### src/rtl/updown_gray_counter.sv
// Parametrised up/down state counter with Gray or binary output coding,
// wrap or saturate boundary handling, enable, synchronous load and terminal count.
module updown_gray_counter #(
  parameter int unsigned WIDTH    = 3,
  parameter int unsigned GRAY_OUT = 1,
  parameter int unsigned SATURATE = 0
) (
  input  logic             clk,
  input  logic             reset,
  input  logic             en,
  input  logic             dir,
  input  logic             load,
  input  logic [WIDTH-1:0] load_val,
  output logic [WIDTH-1:0] y,
  output logic [WIDTH-1:0] s_pres,
  output logic [WIDTH-1:0] s_fut,
  output logic             tc
);

  localparam logic [WIDTH-1:0] MAX_VAL  = {WIDTH{1'b1}};
  localparam logic [WIDTH-1:0] ZERO_VAL = {WIDTH{1'b0}};
  localparam logic [WIDTH-1:0] ONE_VAL  = WIDTH'(1);

  logic [WIDTH-1:0] s_pres_q;
  logic [WIDTH-1:0] s_pres_d;
  logic [WIDTH-1:0] y_q;
  logic             tc_c;
  logic             at_max;
  logic             at_zero;

  // Output coding applied to the next state so y lands together with s_pres.
  function automatic logic [WIDTH-1:0] encode(input logic [WIDTH-1:0] v);
    if (GRAY_OUT != 0) begin
      encode = v ^ (v >> 1);
    end else begin
      encode = v;
    end
  endfunction

  assign at_max  = (s_pres_q == MAX_VAL);
  assign at_zero = (s_pres_q == ZERO_VAL);

  // Next-state priority: reset, load, count, hold.
  always_comb begin
    s_pres_d = s_pres_q;
    tc_c     = 1'b0;
    if (!reset) begin
      s_pres_d = ZERO_VAL;
    end else if (load) begin
      s_pres_d = load_val;
    end else if (en) begin
      if (!dir) begin
        if (at_max) begin
          tc_c     = 1'b1;
          s_pres_d = (SATURATE != 0) ? MAX_VAL : ZERO_VAL;
        end else begin
          s_pres_d = s_pres_q + ONE_VAL;
        end
      end else begin
        if (at_zero) begin
          tc_c     = 1'b1;
          s_pres_d = (SATURATE != 0) ? ZERO_VAL : MAX_VAL;
        end else begin
          s_pres_d = s_pres_q - ONE_VAL;
        end
      end
    end
  end

  always_ff @(posedge clk or negedge reset) begin
    if (!reset) begin
      s_pres_q <= ZERO_VAL;
      y_q      <= ZERO_VAL;
    end else begin
      s_pres_q <= s_pres_d;
      y_q      <= encode(s_pres_d);
    end
  end

  assign s_pres = s_pres_q;
  assign y      = y_q;
  assign s_fut  = s_pres_d;
  assign tc     = tc_c;

endmodule

### config.mk
export PLATFORM = sky130hd
export DESIGN_NAME = updown_gray_counter
export DESIGN_NICKNAME = d
export VERILOG_FILES = /design/src/rtl/updown_gray_counter.sv
export SDC_FILE = /design/constraint.sdc
export NUM_CORES = 1
export LEC_CHECK = 0
export ABC_AREA = 1
export CAP_MARGIN = 20
export CELL_PAD_IN_SITES_DETAIL_PLACEMENT = 1
export CELL_PAD_IN_SITES_GLOBAL_PLACEMENT = 1
export CORE_MARGIN = 1
export CORE_UTILIZATION = 26
export CTS_CLUSTER_SIZE = 14
export DETAILED_ROUTE_END_ITERATION = 6
export PLACE_DENSITY = 0.85
export SETUP_SLACK_MARGIN = 0.05
export SYNTH_ARGS = -nofsm -noshare
export SYNTH_HDL_FRONTEND = slang
export SYNTH_SLANG_ARGS = --single-unit
export TNS_END_PERCENT = 10
### constraint.sdc
create_clock -name clk -period 1.98 [get_ports clk]
set_clock_uncertainty 0.15 [all_clocks]
set_input_delay 0.297 -clock clk [delete_from_list [all_inputs] [get_ports clk]]
set_output_delay 0.297 -clock clk [all_outputs]
set_load 0.03 [all_outputs]
==> results.yml <==
sta:
  max_frequency_mhz: 475
  worstMarginPinSlew_ns: 0.368
  post-route-worst-setup-slack_ns: -0.124
  worst_slew_margin_rel_pct: 75.5
  setup_total_negative_slack_ns: -0.270
  grt_setup_unrepaired: "true"
  finalHoldViolations: 0
  post-route-min-period_ns: 2.10
  final-max-slew-violation-count: 0
  setup_violations: 3
  timing.hold.ws_ns: 0.335
  crit_share_post_route_pct: 106
clock_tree:
  cts_made_buffers: 3
  cts_max_path_buffers: 2
  hold_buffers: 0
  clk_lat_worst_skew_ns: 0.25
  clk_pin_slew_ns: 0.05
  ctsRootBufferMaster: "sky130_fd_sc_hd__clkbuf_4"
  cts.htree.levels: 1
  clock_sinks: 5
  cts_tree: "yes"
run_status:
  outcome: "finished with violations"
  violations: "negative setup slack"
drt:
  drt-wirelength-per-cell_um: 12.4
  drtPass1Iterations: 1
  drt-met1-wl_um: 525
  highest-signal-layer: "met4"
  post-route-drc-count: 0
  viasPerCell: 4.58
  via_count: 486
  ant_nets: 0
  detailroute.wirelength.met2_um: 707
  finalWirelength_mm: 1.31
  routed-wl-met3_um: 46
  detail_route.iter0.violations: 0
worst_setup_path:
  reg2reg_to: "y[0]"
  max_stage_delay_ns: 0.42
  timing.reg2reg.setup_slack_ns: 0.15
  worst_setup_path_class: "flop to output port"
  setup.worst_path.end_class: "output port"
  setup.worst_path.start_class: "flop"
  crit-reg2reg-launch: "s_pres[0]"
  worstPathRequired_ns: 1.53
  path_depth_of_the_worst_reg2reg_path: 12
  critPathArrivalTime_ns: 1.66
  critical_path_fanout_max: 4
  cp_slowest_cell: "sky130_fd_sc_hd__dfrtp_1"
  cp_cell_sequence: "ha_2 -> ha_4 -> nor2_2 -> nor2_1 -> nand2_1 -> a21oi_2 -> buf_6"
global_routing:
  globalRouteTotalUtil_pct: 18.2
  antenna_found_initial: 0
  grt_pass1_wl_mm: 2.33
  grt_overflow: 0
  grt_start_max_net_pins: 7
  vias_in_the_first_global_route: 541
die:
  row_count: 13
  die_y_um: 41.6
  chipWidth_um: 41.6
  fp.dieArea_mm2: 0.00173
  initial_core_util_pct: 29.5
  placeableCoreArea_mm2: 0.00138
  boundaryPins: 18
power:
  power_per_cell_area_mw_per_mm2: 585
  report.power.total_uw: 452
  ir_drop_v: 0.000308
  power.leakage_nw: 0.407
synthesis:
  mappedNetlistArea_um2: 408
  syn_inst: 60
  syn-mean-instance-area_um2: 6.80
  total_of_warnings_raised_by_yosys: 0
  synthDistinctLibCells: 15
  syn-num-nets: 72
  ys_seq_elements: 5
  synth.yosys.seq_area_share_pct: 30.7
finish:
  drive_gt1_share_pct: 40.7
  post_layout_nonfiller_instances: 106
  synth_to_final_area_change_pct: 89.6
  multiInputGateArea_um2: 295
  final_nets: 104
  mostFrequentLayoutCells: "sky130_fd_sc_hd__nand2_1 (19), sky130_fd_sc_hd__buf_4 (12), sky130_fd_sc_hd__clkdlybuf4s50_1 (10)"
  register_area_um2: 125
  fill_cells: 167
  antenna_cells_inserted: 0
  layout.cells.most_common: "sky130_fd_sc_hd__nand2_1"
place:
  dp.cells: 97
  globalplace.congestion: 0.747
  io_buffer_count: 17
  post-dp-hpwl_mm: 1.01
min_path:
  min-delay-path-class: "input port to asynchronous set/reset pin"
job:
  maxCapViolCount: 0
==> cell families after synthesis <==
logic type | Yosys count | share of synthesized area (%)
AOI/OAI and AO/OA | 11 | 16.9
adders and majority gates | 4 | 12.3
buffers and inverters | 13 | 12.9
DFF | 5 | 30.7
and+or+nand+nor | 27 | 27.3
==> flip-flops by register name, indices dropped and copies added, names as in the netlist <==
| name | flops |
|---|---|
| s_pres | 3 |
| y | 2 |
==> final cells by class <==
type                       instances  area share (%)
multi-input combinational         42            38.2
timing repair buffer              28            33.7
sequential                         5            16.2
inverter                          12            6.15
clock buffer                       4            3.40
tap                               15            2.43
==> critical path: cells and delay by family (launching register included) <==
family	cells	cell delay [ns]
AOI/OAI and AO/OA	1	0.17
adders and majority gates	2	0.48
buffers and inverters	1	0.15
and+or+nand+nor	3	0.19
DFF	1	0.42
==> cells in the mapped netlist, drive strengths merged <==
cell type	instances	area share [%]
o211ai	1	1.8
nor3	1	1.2
inv	12	11
o21ai	4	4.9
dfrtp	5	31
a21oi	6	10
nor2	2	1.8
nand2	21	19
ha	4	12
nand3	3	4.9
buf	1	1.8
==> stage by stage <==
| step | area, µm² | worst slack [ns] | util (%) |
|---|---|---|---|
| global route | 773 | -0.209 | 55.9 |
| global placement | 629 | 0.0603 | 45.5 |
| CTS | 736 | -0.139 | 53.2 |
| detailed placement | 629 | 0.0260 | 45.5 |
| floorplan | 413 | -0.0431 | - |
| finish | 773 | -0.124 | 55.9 |
==> where the power goes <==
group	internal [mW]	switching, mW	leakage (nW)
logic	0.0952	0.110	0.329
registers	0.112	0.00932	0.0633
clock network	0.0766	0.0483	0.0150
==> repair_timing <==
action | 4_1_cts | 5_1_grt
endpoints found under the setup margin | 4 | 7
resized for setup | 13 | 8
pin swaps | 4 | 6
buffers inserted | 3 | 2
==> metal layers <==
layer | up-vias | track usage [%]
li1 | 249 | -
met1 | 221 | 18.3
met2 | 12 | 33.4
met3 | 4 | 3.48
met4 | 0 | 11.6
met5 | - | 0
==> worst max-delay path by stage <==
stage | from | endpoint | slack [ns] | cells after the start
floorplan | s_pres[0] | s_fut[2] | -0.04 | 6
global placement | dir | s_fut[2] | 0.06 | 7
detailed placement | dir | s_fut[2] | 0.03 | 7
CTS | s_pres[0] | s_fut[2] | -0.14 | 7
global route | s_pres[0] | s_fut[2] | -0.21 | 7
finish | s_pres[0] | s_fut[2] | -0.12 | 7
(Power assumes the default switching activity.)
